===== src/rtl/stim_pattern_gen.sv =====
// Parametrised address/data burst generator with valid/ready handshake.
// Optional inter-beat gap: define STIM_PATTERN_GEN_GAP_EN to add gap_cycles.
module stim_pattern_gen #(
  parameter int unsigned DATA_WIDTH = 32,
  parameter int unsigned ADDR_WIDTH = 32,
  parameter int unsigned LEN_WIDTH  = 8,
  parameter int unsigned ADDR_STEP  = 1
) (
  input  logic                  clk,
  input  logic                  sys_rst_n,
  input  logic                  start,
  input  logic                  stop,
  input  logic [1:0]            mode,
  input  logic [ADDR_WIDTH-1:0] base_addr,
  input  logic [DATA_WIDTH-1:0] seed,
  input  logic [LEN_WIDTH-1:0]  burst_len,
`ifdef STIM_PATTERN_GEN_GAP_EN
  input  logic [7:0]            gap_cycles,
`endif
  input  logic                  ready_in,
  output logic                  valid_out,
  output logic [ADDR_WIDTH-1:0] addr_out,
  output logic [DATA_WIDTH-1:0] data_out,
  output logic                  last_out,
  output logic                  busy,
  output logic                  done
);

  typedef enum logic [1:0] {ST_IDLE, ST_RUN, ST_DONE} state_t;

  localparam logic [1:0] MODE_INC   = 2'd0;
  localparam logic [1:0] MODE_FIXED = 2'd1;
  localparam logic [1:0] MODE_WALK1 = 2'd2;

  localparam logic [ADDR_WIDTH-1:0] ADDR_INC = ADDR_WIDTH'(ADDR_STEP);
  localparam logic [DATA_WIDTH-1:0] DATA_ONE = DATA_WIDTH'(1);
  localparam logic [LEN_WIDTH-1:0]  LEN_ONE  = LEN_WIDTH'(1);

  state_t                state_q, state_d;
  logic                  valid_q, valid_d;
  logic [ADDR_WIDTH-1:0] addr_q, addr_d;
  logic [DATA_WIDTH-1:0] data_q, data_d;
  logic [LEN_WIDTH-1:0]  cnt_q, cnt_d;
  logic [LEN_WIDTH-1:0]  len_q, len_d;
  logic [1:0]            mode_q, mode_d;
  logic                  abort_q, abort_d;
  logic                  done_q, done_d;
`ifdef STIM_PATTERN_GEN_GAP_EN
  logic [7:0]            gap_q, gap_d;
  logic [7:0]            gap_cnt_q, gap_cnt_d;
`endif

  logic xfer;
  logic is_last;

  // Data of the beat following d under pattern m.
  function automatic logic [DATA_WIDTH-1:0] next_data(input logic [DATA_WIDTH-1:0] d,
                                                      input logic [1:0]            m);
    logic [DATA_WIDTH-1:0] r;
    case (m)
      MODE_INC:   r = d + DATA_ONE;
      MODE_FIXED: r = d;
      // A zero seed would rotate to zero forever, so restart the walk at bit 0.
      MODE_WALK1: r = (d == '0) ? DATA_ONE : {d[DATA_WIDTH-2:0], d[DATA_WIDTH-1]};
      default:    r = ~d;
    endcase
    return r;
  endfunction

  assign xfer    = valid_q && ready_in;
  // len_q of zero wraps to all-ones, giving a 2^LEN_WIDTH beat burst.
  assign is_last = (cnt_q == (len_q - LEN_ONE));

  // Next-state and beat-update logic.
  always_comb begin
    state_d = state_q;
    valid_d = valid_q;
    addr_d  = addr_q;
    data_d  = data_q;
    cnt_d   = cnt_q;
    len_d   = len_q;
    mode_d  = mode_q;
    abort_d = abort_q;
    done_d  = 1'b0;
`ifdef STIM_PATTERN_GEN_GAP_EN
    gap_d     = gap_q;
    gap_cnt_d = gap_cnt_q;
`endif
    case (state_q)
      ST_IDLE: begin
        if (start && !stop) begin
          state_d = ST_RUN;
          valid_d = 1'b1;
          addr_d  = base_addr;
          data_d  = seed;
          cnt_d   = '0;
          len_d   = burst_len;
          mode_d  = mode;
          abort_d = 1'b0;
`ifdef STIM_PATTERN_GEN_GAP_EN
          gap_d     = gap_cycles;
          gap_cnt_d = 8'd0;
`endif
        end
      end
      ST_RUN: begin
        if (stop) abort_d = 1'b1;
        if (xfer) begin
          if (is_last) begin
            // Completion takes priority over a coincident abort.
            state_d = ST_DONE;
            valid_d = 1'b0;
            done_d  = 1'b1;
            abort_d = 1'b0;
          end else if (abort_q || stop) begin
            state_d = ST_IDLE;
            valid_d = 1'b0;
            abort_d = 1'b0;
          end else begin
            addr_d = addr_q + ADDR_INC;
            data_d = next_data(data_q, mode_q);
            cnt_d  = cnt_q + LEN_ONE;
`ifdef STIM_PATTERN_GEN_GAP_EN
            if (gap_q != 8'd0) begin
              valid_d   = 1'b0;
              gap_cnt_d = gap_q;
            end
`endif
          end
        end
`ifdef STIM_PATTERN_GEN_GAP_EN
        else if (!valid_q) begin
          // Counting down an inter-beat gap; an abort ends the burst here.
          if (gap_cnt_q <= 8'd1) begin
            gap_cnt_d = 8'd0;
            if (abort_q || stop) begin
              state_d = ST_IDLE;
              abort_d = 1'b0;
            end else begin
              valid_d = 1'b1;
            end
          end else begin
            gap_cnt_d = gap_cnt_q - 8'd1;
          end
        end
`endif
      end
      ST_DONE: state_d = ST_IDLE;
      default: state_d = ST_IDLE;
    endcase
  end

  // State and beat registers.
  always_ff @(posedge clk or negedge sys_rst_n) begin
    if (!sys_rst_n) begin
      state_q <= ST_IDLE;
      valid_q <= 1'b0;
      addr_q  <= '0;
      data_q  <= '0;
      cnt_q   <= '0;
      len_q   <= '0;
      mode_q  <= MODE_INC;
      abort_q <= 1'b0;
      done_q  <= 1'b0;
`ifdef STIM_PATTERN_GEN_GAP_EN
      gap_q     <= 8'd0;
      gap_cnt_q <= 8'd0;
`endif
    end else begin
      state_q <= state_d;
      valid_q <= valid_d;
      addr_q  <= addr_d;
      data_q  <= data_d;
      cnt_q   <= cnt_d;
      len_q   <= len_d;
      mode_q  <= mode_d;
      abort_q <= abort_d;
      done_q  <= done_d;
`ifdef STIM_PATTERN_GEN_GAP_EN
      gap_q     <= gap_d;
      gap_cnt_q <= gap_cnt_d;
`endif
    end
  end

  assign valid_out = valid_q;
  assign addr_out  = addr_q;
  assign data_out  = data_q;
  assign last_out  = valid_q && is_last;
  assign busy      = (state_q == ST_RUN);
  assign done      = done_q;

endmodule


===== config.mk =====
export PLATFORM = sky130hd
export DESIGN_NAME = stim_pattern_gen
export DESIGN_NICKNAME = d
export VERILOG_FILES = /design/src/rtl/stim_pattern_gen.sv
export SDC_FILE = /design/constraint.sdc
export NUM_CORES = 1
export LEC_CHECK = 0
export BUFFER_PORTS_ARGS = -buffer_cell sky130_fd_sc_hd__buf_2
export CAP_MARGIN = 20
export CORE_MARGIN = 1
export CORE_UTILIZATION = 49
export DETAILED_ROUTE_END_ITERATION = 7
export GPL_TIMING_DRIVEN = 0
export MAX_ROUTING_LAYER = met4
export PLACE_DENSITY_LB_ADDON = 0.3
export SETUP_SLACK_MARGIN = 0.4
export SLEW_MARGIN = 20
export SYNTH_ARGS = -nofsm -noshare
export SYNTH_HDL_FRONTEND = slang
export SYNTH_SLANG_ARGS = --single-unit

===== constraint.sdc =====
create_clock -name clk -period 2.5 [get_ports clk]
set_input_delay 0.125 -clock clk [delete_from_list [all_inputs] [get_ports clk]]
set_output_delay 0.125 -clock clk [all_outputs]
set_load 0.005 [all_outputs]

# After elaboration in Yosys (flattened, before gate mapping)
# Index checks and enable logic that the tools add are counted.
# word_totals
in_bits,79
out_inout_bits,68
word_cells,75
mem_bits_rw,0
latch_bits,0
romBits,0
n_memories,0
reg_bits,87
# classes
div,0
n_mul,0
magnitude_cmp,0
n_reduce_logical,15
shifts,0
addsub,4
n_mux,36
n_bitwise,1
n_eq_ne,10
# op_table
op,n
$mux W32,9
$pmux W32 S2,2
$pmux W32 S3,1
$add A32 B1 Y32 const B,2
$logic_not A32 Y1,1
$mux W8,4
$not A32 Y32,1
$pmux W8 S2,1
$mux W1,12
$add A8 B1 Y8 const B,1
$eq A8 B8 Y1,1
$mux W2,4
$ne A2 B2 Y1 const B,4
$sub A8 B1 Y8 const B,1
$reduce_and A6 Y1,1
$reduce_and A5 Y1,1
$eq A2 B1 Y1 const B,2
$logic_not A2 Y1,2
$pmux W1 S2,2
$pmux W2 S2,1
$reduce_and A2 Y1,2
$reduce_and A4 Y1,1
$logic_and A1 B1 Y1,3
$ne A3 B1 Y1 const B,1
6 further kinds,6

# Longest topological paths before layout
# Gate-level depths: netlist of the first run.
# logic_depth
ltp_word,7
ltp_mapped,11
ltp_nobuf,9

# Worst setup path before layout of the first run
# No wires, ideal clock.
# synth_path
path_kind,register to register
from,reg len_q[0]
to,reg addr_q[8] (netlist: addr_out[8])
path_buffers,2
path_slack_ps,-15
t_arrival_ps,2389
t_required_ps,2374
setup_time_ps,126
synth_period_minus_slack_ps,2515
path_stages_with_launch,12
path_cell_list,dfrtp_1 > inv_1 > ha_1 > nor3b_1 > nand3_1 > a2111oi_2 > and4_1 > buf_4 > nor2_2 > buf_6 > a311oi_1 > nor2_1
# synth_between
elab_chain_len,4
# synth_lines
item,line,source
"start, declared",44,"logic [LEN_WIDTH-1:0] len_q, len_d;"
"start signal, assigned",175,len_q <= len_d;
$sub A8 B1 Y8,72,assign is_last = (cnt_q == (len_q - LEN_ONE));
$eq A8 B8 Y1,72,
$ne A2 B2 Y1 (no source line),--,
$reduce_and A5 Y1 (no source line),--,
"end signal, assigned",172,addr_q <= addr_d;
"end, declared",41,"logic [ADDR_WIDTH-1:0] addr_q, addr_d;"
# Every way passes these cells.
# A chain may end at the register's enable or synchronous reset.

# Worst setup path in the final report of the first run
# layout_path
from,reg len_q[0]
to,reg data_q[5] (netlist: data_out[5])
# layout_between
elab_chain_len,4
# layout_lines
item,line,source
$sub A8 B1 Y8,72,
$eq A8 B8 Y1,72,
$ne A2 B2 Y1 (no source line),--,
$reduce_and A6 Y1 (no source line),--,
"end signal, assigned",173,data_q <= data_d;
"end, declared",42,"logic [DATA_WIDTH-1:0] data_q, data_d;"
# Every way passes these cells.

==> run metrics, run 1 <==
all-layer global routing usage 40.0%; crit path cell chain or4_4, or4_1, nand3_2, and4_1, buf_6, o21a_4, buf_12, buf_8, nand2_1, o21ai_1; overall routed net length 24.1 mm; unrepaired setup endpoints after global routing true; Die Area 0.0127 mm²; Post-Place Cells 1057; detailed placer's ending HPWL 15.6 mm; mean post-synth cell area 7.88 µm²; Num CTS Buffers 9; failing checks negative setup slack; TritonCTS clock tree yes; iteration-0 DRC count of the detailed router 960; post-route clock period utilization 105%; horizontal extent of the die 113 µm; number of synthesis warnings 0; transition time of the tightest slew-check pin 1.11 ns; wire length of the first global-routing pass 38.0 mm; fin nets 1059; drt wl/cell 21.4 µm; leftover overflow at the end of global routing 0; critical setup path kind reg2reg; maximum number of pins on one net before global-route repair 52; antenna cell count 0; P_leak 3.59 nW; maximum clock rate 383 MHz; maximum capacitance violations 0; routed vias 7524; family with the most delay on the worst path simple AND/OR/NAND/NOR gates; Final min period 2.61 ns; proportion of register bits with asynchronous set or reset after synthesis 100%; arrival time worst endpoint 2.89 ns; utilization after layout 71.0%; cell area after synthesis 0.00601 mm²; class of the most critical hold timing path in2reg; CTS H-tree lvls 3; routability cong. 1.03; count of pins on the block boundary 147; required time worst endpoint 2.78 ns; initial cell density of the core 50.3%; clock root buffer sky130_fd_sc_hd__clkbuf_16; Syn Inst Count 763; count of non-filler cells in the finished layout 1126; CP Launch Type register; post-layout worst setup margin -0.113 ns; sequential share of the synthesized area 36.2%; slew margin rel. 26.0%; slowest stage cell on the critical path sky130_fd_sc_hd__or4_4; Crit path buffers/inverters 3; number of optimization iterations in the first detailed-route pass 7; nature of the critical path endpoint register; Placement Rows 40; IR drop worst, VDD 0.548 mV; commonest cells after routing, fill and taps aside 149 x sky130_fd_sc_hd__buf_2, 85 x sky130_fd_sc_hd__dfrtp_1, 82 x sky130_fd_sc_hd__nand2_1; delay of the slowest critical-path stage 0.55 ns; initial antenna violation count 0; Post-synth EDFFs 0; synthesized netlist net count 847; maximum fanout count along the critical path 7; sinks on the clock net 87; clock latency on the worst-skew pair 0.36 ns; placeable core region 0.0120 mm²; Clock Tree Buf Depth 2; count of unique library cells instantiated by Yosys 73; Filler Cell Count 937; clock slew seen by the registers of the worst setup and hold paths 0.07 ns; flip-flop cell with the highest count after synthesis sky130_fd_sc_hd__dfrtp_1; Power Density 1200 mW/mm²; Final Hold Violating Endpoints 0; die height 113 µm; vias in the first global route 7059; most common cell after layout, fill and taps aside sky130_fd_sc_hd__buf_2; IO Port Bufs 146; number of storage elements in the synthesis netlist 87; Avg Vias per Cell 6.68; TNS Setup -2.01 ns; max-slew violations 0; worst clock skew 0.00921 ns; share of post-route cells with drive strength above 1 34.4%; number of endpoints failing setup at the final stage 43; remaining antenna violation count 0; synthesis-to-layout area growth 41.2%; result of the run finished with violations; minimum hold slack 0.00668 ns; count of unresolved DRC violations after routing 0
[worst register-to-register path, cell delays in order (launching register included)]
cell                      delay [ns]
sky130_fd_sc_hd__dfrtp_1        0.41
sky130_fd_sc_hd__or4_4          0.55
sky130_fd_sc_hd__or4_1          0.43
sky130_fd_sc_hd__nand3_2        0.12
sky130_fd_sc_hd__and4_1         0.25
sky130_fd_sc_hd__buf_6          0.17
sky130_fd_sc_hd__o21a_4         0.19
sky130_fd_sc_hd__buf_12         0.14
sky130_fd_sc_hd__buf_8          0.14
sky130_fd_sc_hd__nand2_1        0.06
sky130_fd_sc_hd__o21ai_1        0.09
[what timing repair did]
item,in CTS,in global routing
setup buffers,27,4
endpoints found under the setup margin,85,81
resized for setup,115,63
hold endpoints to repair,48,0
hold buffers,13,0
pin swaps,31,28
cloned,10,0
[per-layer routing]
layer | up-vias | global-route usage [%] | routed length, µm
met4 | 0 | 19.0 | 950
li1 | 3315 | - | -
met2 | 558 | 57.0 | 10500
met5 | - | - | 0
met1 | 3543 | 53.5 | 9980
met3 | 108 | 9.48 | 2730
[logic make-up (layout without fill, tap and decap cells)]
logic type,after synthesis,after routing,synth area share [%]
AND/OR/NAND/NOR,309,309,25.4
AO/OA/AOI/OAI,273,275,29.7
flip-flops,87,87,36.2
buffers and inverters,75,289,5.41
XOR/XNOR,8,8,1.17
multiplexers,6,6,1.04
adder cells (fa/ha/maj),5,5,1.04
[synthesized netlist by cell type, drive strengths merged, types with 5 or more instances]
cell | instances | area [µm²]
and4 | 8 | 70.1
a221oi | 6 | 52.6
o22ai | 7 | 43.8
nor2b | 5 | 31.3
nor3 | 14 | 70.1
xnor2 | 6 | 52.6
a31oi | 22 | 138
nor2 | 80 | 303
o311ai | 6 | 52.6
ha | 5 | 62.6
dfrtp | 87 | 2180
or4 | 6 | 45.0
nand3 | 31 | 160
buf | 15 | 98.8
a21oi | 57 | 289
a22oi | 5 | 37.5
and3 | 17 | 106
and2 | 6 | 37.5
clkbuf | 44 | 166
o31ai | 10 | 75.1
a211oi | 13 | 97.6
o211ai | 12 | 90.1
a2111oi | 5 | 50.0
a311oi | 8 | 70.1
inv | 15 | 56.3
a211o | 6 | 52.6
a41oi | 5 | 43.8
nand4 | 20 | 140
nand2 | 93 | 349
nor4 | 10 | 62.6
a2bb2oi | 5 | 43.8
o21ai | 79 | 410
[cell type report]
cell class | instances | area [µm²] | share of cell area [%]
Inverter | 16 | 61.3 | 0.722
Tap cell | 147 | 184 | 2.17
Clock inverter | 4 | 31.3 | 0.368
Multi-Input combinational cell | 603 | 4060 | 47.8
Buffer | 59 | 362 | 4.26
Sequential cell | 87 | 2180 | 25.7
Clock buffer | 11 | 243 | 2.86
Timing Repair Buffer | 199 | 1370 | 16.2
[final timing paths]
check / startpoint / cells past startpoint / slack (ns) / end
max: len_q[0] / 10 / -0.11 / data_out[5]
min: base_addr[5] / 2 / 0.007 / addr_out[5]
max reg2reg: len_q[0] / 10 / -0.11 / data_out[5]
min reg2reg: len_q[7] / 2 / 0.51 / len_q[7]
max in group asynchronous: sys_rst_n / 3 / 1.64 / state_q[0]
min in group asynchronous: sys_rst_n / 2 / 0.26 / len_q[5]
[metrics by stage]
step | instance area (µm²) | total power [mW] | setup slack [ns]
floorplan | 6100 | 5.80 | 0.164
global placement | 7010 | 7.57 | -0.628
detailed placement | 7050 | 7.63 | -0.625
CTS | 8260 | 9.65 | -0.0515
global route | 8490 | 10.8 | -0.234
finish | 8490 | 10.2 | -0.113
[state kept, by name, indices dropped and copies added (netlist names)]
| name | cells |
|---|---|
| addr_out | 32 |
| cnt_q | 8 |
| valid_out | 1 |
| mode_q | 2 |
| len_q | 8 |
| abort_q | 1 |
| done | 1 |
| data_out | 32 |
| state_q | 2 |
[where the power goes]
part           switching (mW)  leakage, nW  internal (mW)  total, mW
clock network           0.615        0.124          0.700       1.31
logic                    3.54         2.42           2.41       5.95
registers               0.905         1.05           2.02       2.92
Power figures use the tool's default switching activity.
==> run 2: changes to the inputs <==
CORE_UTILIZATION = 40   (was 49)
SKIP_CTS_REPAIR_TIMING = 1   (was default)
==> run 2 against run 1 <==
Compared with the run above: highest routed layer unchanged; global-route usage shrank 9.5 points; cell area fell by 2.9%; the flow finishes with violations (negative hold slack, negative setup slack); setup slack better by 0.014 ns; flip-flop and latch count unchanged.
==> run metrics, run 2 (synthesis results as in run 1) <==
result of the run finished with violations; failing checks negative hold slack, negative setup slack; Final min period 2.60 ns (-0.0136 ns); post-route clock period utilization 104% (-0.54 points); worst clock skew 0.00935 ns (+0.000138 ns); initial cell density of the core 41.2% (-9.1 points); CP Launch Type register; count of unresolved DRC violations after routing 0 (unchanged); Num CTS Buffers 9 (unchanged); routability cong. 0.963 (-6.2%); horizontal extent of the die 125 µm (+10%); Die Area 0.0155 mm² (+22%); clock latency on the worst-skew pair 0.36 ns (about the same); Power Density 1230 mW/mm² (+2.3%); number of endpoints failing setup at the final stage 39 (-9.3%); unrepaired setup endpoints after global routing true; clock slew seen by the registers of the worst setup and hold paths 0.07 ns (about the same); initial antenna violation count 1 (+1); maximum fanout count along the critical path 6 (-1); transition time of the tightest slew-check pin 0.827 ns (-0.280 ns); P_leak 3.50 nW (-2.5%); utilization after layout 56.5% (-14 points); TritonCTS clock tree yes; max-slew violations 0 (unchanged); most common cell after layout, fill and taps aside sky130_fd_sc_hd__buf_2; number of optimization iterations in the first detailed-route pass 7 (unchanged); IO Port Bufs 146 (unchanged); remaining antenna violation count 0 (unchanged); maximum clock rate 385 MHz (+0.52%); iteration-0 DRC count of the detailed router 868 (-9.6%); wire length of the first global-routing pass 36.0 mm (-5.2%); die height 125 µm (+10%); leftover overflow at the end of global routing 0 (unchanged); maximum capacitance violations 0 (unchanged); share of post-route cells with drive strength above 1 31.8% (-2.6 points); fin nets 1043 (-1.5%); vias in the first global route 6308 (-11%); routed vias 7276 (-3.3%); overall routed net length 24.2 mm (+0.22%); synthesis-to-layout area growth 37.1%; slew margin rel. 44.7% (+19 points); sinks on the clock net 87 (unchanged); maximum number of pins on one net before global-route repair 64 (+23%); Avg Vias per Cell 6.33 (-5.2%); minimum hold slack -0.0254 ns (-0.0321 ns); Final Hold Violating Endpoints 3 (+3); post-layout worst setup margin -0.0997 ns (+0.0136 ns); drt wl/cell 21.0 µm (-1.8%); all-layer global routing usage 30.5% (-9.5 points); Clock Tree Buf Depth 2 (unchanged); nature of the critical path endpoint register; IR drop worst, VDD 0.529 mV (-3.5%); clock root buffer sky130_fd_sc_hd__clkbuf_16; arrival time worst endpoint 2.85 ns (-0.04 ns); required time worst endpoint 2.75 ns (-0.03 ns); Filler Cell Count 1386 (+48%); Placement Rows 44 (+10%); CTS H-tree lvls 3 (unchanged); count of pins on the block boundary 147 (unchanged); placeable core region 0.0146 mm² (+22%); detailed placer's ending HPWL 16.5 mm (+5.2%); critical setup path kind reg2reg; commonest cells after routing, fill and taps aside 150 x sky130_fd_sc_hd__buf_2, 88 x sky130_fd_sc_hd__nand2_1, 85 x sky130_fd_sc_hd__dfrtp_1; class of the most critical hold timing path in2reg
## run 2: cell count changes in the layout (fill, tap and decap cells not counted), sizes merged
cell | previous run | this run
a21oi | 58 | 57
buf | 204 | 192
bufinv | 0 | 1
clkbuf | 52 | 55
clkinv | 1 | 0
clkinvlp | 3 | 2
diode | 0 | 1
dlygate4sd3 | 13 | 8
inv | 16 | 18
o21a | 2 | 1
## run 2: layout make-up
cell class / instances / area, µm² / share of cell area (%)
Multi-Input combinational cell: 601 / 3930 / 47.6
Antenna cell: 1 / 2.50 / 0.0304
Clock buffer: 11 / 253 / 3.07
Inverter: 16 / 60.1 / 0.729
Buffer: 59 / 373 / 4.52
Sequential cell: 87 / 2180 / 26.4
Timing Repair Buffer: 185 / 1160 / 14.0
Clock inverter: 5 / 62.6 / 0.759
Tap cell: 184 / 230 / 2.79
## run 2: per-stage QoR
step / power (mW) / instances / TNS (ns) / cell area [µm²] / worst slack [ns]
after floorplan: 5.80 / 763 / 0 / 6100 / 0.164
after global placement: 7.65 / 1093 / -30.75 / 7060 / -0.761
after detailed placement: 7.72 / 1095 / -10.27 / 7100 / -0.377
after CTS: 9.21 / 1111 / -13.09 / 7410 / -0.396
after global routing: 10.7 / 1149 / -6.22 / 8240 / -0.176
final: 10.1 / 1149 / -1.21 / 8240 / -0.0997
## run 2: critical path, cell delays in order, from the launching register on
cell and delay [ns]:
sky130_fd_sc_hd__dfrtp_1 0.43, sky130_fd_sc_hd__or4_4 0.56, sky130_fd_sc_hd__or4_4 0.44, sky130_fd_sc_hd__nand3_4 0.10, sky130_fd_sc_hd__nand4_4 0.19, sky130_fd_sc_hd__o21ai_4 0.25, sky130_fd_sc_hd__buf_8 0.14, sky130_fd_sc_hd__buf_12 0.12
sky130_fd_sc_hd__a21oi_2 0.04, sky130_fd_sc_hd__o22a_1 0.22
## run 2: metal layers
layer	wire, µm	global-route usage [%]	up-vias
li1	-	-	3273
met1	10300	43.0	3498
met2	10800	43.4	442
met3	2370	5.03	63
met4	720	12.2	0
met5	0	-	-
## run 2: worst paths after layout
kind	start	end	slack (ns)	cells past startpoint
min in group asynchronous	sys_rst_n	data_out[17]	0.20	2
max in group asynchronous	sys_rst_n	len_q[2]	1.68	3
max reg2reg	len_q[0]	addr_out[17]	-0.1	9
min	base_addr[19]	addr_out[19]	-0.03	3
min reg2reg	len_q[7]	len_q[7]	0.50	2
max	len_q[0]	addr_out[17]	-0.1	9
## run 2: report_power, final
part	leakage, nW	switching [mW]	total [mW]	internal [mW]
clock	0.149	0.650	1.49	0.838
sequential	1.05	0.934	2.95	2.02
combinational	2.30	3.39	5.68	2.28
==> run 3: changes to the inputs <==
REMOVE_ABC_BUFFERS = 1   (was default)
==> run 3 against run 2 <==
Compared with the run above: the flow still finishes with violations (negative hold slack, negative setup slack); critical path type unchanged; power is 4.1% lower; count of clock-buffer cells in the layout down 1; setup slack lost 0.0047 ns; register-to-register slack hardly changed; largest power group unchanged; utilization down 1.2 points; critical endpoint is now data_out[12]; global-route usage fell by 4.6 points; clock power decreased by 4%; routed wire length down 6.1%.
==> run metrics, run 3 (synthesis results as in run 1) <==
slowest stage cell on the critical path sky130_fd_sc_hd__or4_4; share of post-route cells with drive strength above 1 32.3% (+0.48 points); top layer in use met4; sinks on the clock net 87 (unchanged); arrival time worst endpoint 2.82 ns (-0.03 ns); antenna cell count 0 (-1); routed metal-1 wirelength 10.2 mm (-1.6%); die height 125 µm (unchanged); clock slew seen by the registers of the worst setup and hold paths 0.07 ns (about the same); Die Area 0.0155 mm² (unchanged); synthesis-to-layout area growth 34.1%; placeable core region 0.0146 mm² (unchanged); power after layout 9.70 mW (-4.1%); transition time of the tightest slew-check pin 0.879 ns (+0.0528 ns); P_leak 3.35 nW (-4.1%); TNS Setup -1.90 ns (-0.689 ns); total met2 wirelength after detailed routing 10.1 mm (-6.3%); wire length of the first global-routing pass 31.6 mm (-12%); internal power 4.95 mW (-3.6%); post-route clock period utilization 104% (+0.19 points); Power Density 1200 mW/mm² (-1.9%); leftover overflow at the end of global routing 0 (unchanged); Clock Tree Buf Depth 2 (unchanged); clock root buffer sky130_fd_sc_hd__clkbuf_16; iteration-0 DRC count of the detailed router 1008 (+16%); total net switching power 4.75 mW (-4.6%); portion of total power attributed to the clock network 14.8% (about the same); IR drop worst, VDD 0.576 mV (+8.8%); routability cong. 0.877 (-8.9%); Post-Place Cells 1038 (-5.2%); number of endpoints failing setup at the final stage 46 (+18%); Gate power share 50.6% (-5.5 points); vias in the first global route 5930 (-6.0%); endpoint of the most critical register-to-register path data_out[12]; WHS Endpoint len_q[1]; met3 layer wire length in the routed design 1.92 mm (-19%); all-layer global routing usage 25.9% (-4.6 points); Placement Rows 44 (unchanged); timing startpoint of the critical path len_q[0]; CTS H-tree lvls 3 (unchanged); delay of the slowest critical-path stage 0.57 ns (about the same); TritonCTS clock tree yes; detailed placer's ending HPWL 13.0 mm (-21%); Final min period 2.60 ns (+0.00473 ns); result of the run finished with violations; Avg Vias per Cell 6.30 (-0.46%); register-to-register setup slack -0.10 ns (about the same); drt wl/cell 20.4 µm (-3.0%); slew margin rel. 41.4% (-3.3 points); commonest cells after routing, fill and taps aside 145 x sky130_fd_sc_hd__buf_2, 89 x sky130_fd_sc_hd__nand2_1, 74 x sky130_fd_sc_hd__dfrtp_1; CP Launch Type register; Num CTS Buffers 9 (unchanged); most common cell type on the critical path sky130_fd_sc_hd__or4_4; post-layout worst setup margin -0.104 ns (-0.00473 ns); overall routed net length 22.7 mm (-6.1%); worst clock skew 0.0109 ns (+0.00157 ns); class of the most critical hold timing path in2reg; initial cell density of the core 41.2% (unchanged); maximum clock rate 384 MHz (-0.18%); failing checks negative hold slack, negative setup slack; unrepaired setup endpoints after global routing true; switching part of the total power 48.9% (-0.26 points); crit path cell chain or4_4, or4_4, nand3_4, and4_4, buf_4, o21ai_2, nor2_1, a31oi_1; Worst Reg2Reg Path Length in Cells 8 (-1); Final Hold Violating Endpoints 2 (-1); initial antenna violation count 0 (-1); minimum hold slack -0.0328 ns (-0.00742 ns); count of unresolved DRC violations after routing 0 (unchanged); RR Startpoint len_q[0]; sequential fraction of design power 34.6% (+5.4 points); maximum number of pins on one net before global-route repair 64 (unchanged); count of pins on the block boundary 147 (unchanged); routed vias 7009 (-3.7%); worst hold path cell count 3 (unchanged); nature of the critical path endpoint register; max-slew violations 0 (unchanged); IO Port Bufs 146 (unchanged); count of non-filler cells in the finished layout 1112 (-3.2%); critical setup path kind reg2reg; startpoint of the lowest-slack hold path burst_len[1]; fin nets 1007 (-3.5%); most common cell after layout, fill and taps aside sky130_fd_sc_hd__buf_2; remaining antenna violation count 0 (unchanged); clock latency on the worst-skew pair 0.36 ns (about the same); required time worst endpoint 2.72 ns (-0.03 ns); maximum capacitance violations 0 (unchanged); number of optimization iterations in the first detailed-route pass 6 (-1); horizontal extent of the die 125 µm (unchanged); maximum fanout count along the critical path 7 (+1)
==> run 3: critical path: cells and delay by family, from the launching register on <==
kind / cells / cell delay (ns)
simple gates: 5 / 1.68
flops: 1 / 0.44
compound gates: 2 / 0.20
buf+inv: 1 / 0.15
==> run 3: per-stage QoR <==
| stage | hold slack [ns] | cell area [µm²] | worst slack, ns | utilization, % |
|---|---|---|---|---|
| floorplan | -0.171 | 5750 | -1.87 | - |
| detailed placement | 0.00639 | 6800 | -1.27 | 46.6 |
| finish | -0.0328 | 8060 | -0.104 | 55.3 |
| global placement | 0.322 | 6710 | -4.32 | 46.0 |
| global route | 0.00770 | 8060 | -0.216 | 55.3 |
| CTS | -0.378 | 7100 | -1.31 | 48.7 |
==> run 3: power groups by stage <==
stage               Sequential, mW  Clock (mW)  Combinational (mW)
finish                        3.36        1.43                4.91
global route                  3.47        1.50                5.34
CTS                           3.19        1.44                3.97
detailed placement            3.20           0                3.95
global placement              3.19           0                3.88
floorplan                     2.93           0                2.57
==> run 3: area by class of cell <==
cell class | count | area (µm²)
well taps | 184 | 230
repair buffers | 196 | 1270
repair inverters | 1 | 5.00
flip-flops and latches | 87 | 2200
inverters | 16 | 76.3
clock inverters | 6 | 60.1
clock buffers | 10 | 239
fillers | 1365 | 6530
multi-input cells | 612 | 3990
==> run 3: per-layer routing <==
layer / up-vias / track usage (%)
met5: - / -
met4: 0 / 8.15
met3: 57 / 4.77
met2: 349 / 37.4
li1: 3228 / -
met1: 3375 / 36.4
==> run 3: how the worst max path moves through the flow <==
stage,slack (ns),to,cells past startpoint
finish,-0.10,data_out[12],8
CTS,-1.31,data_out[30],6
detailed placement,-1.27,data_out[30],6
floorplan,-1.87,addr_out[13],5
global route,-0.22,addr_out[13],12
global placement,-4.32,addr_out[13],5
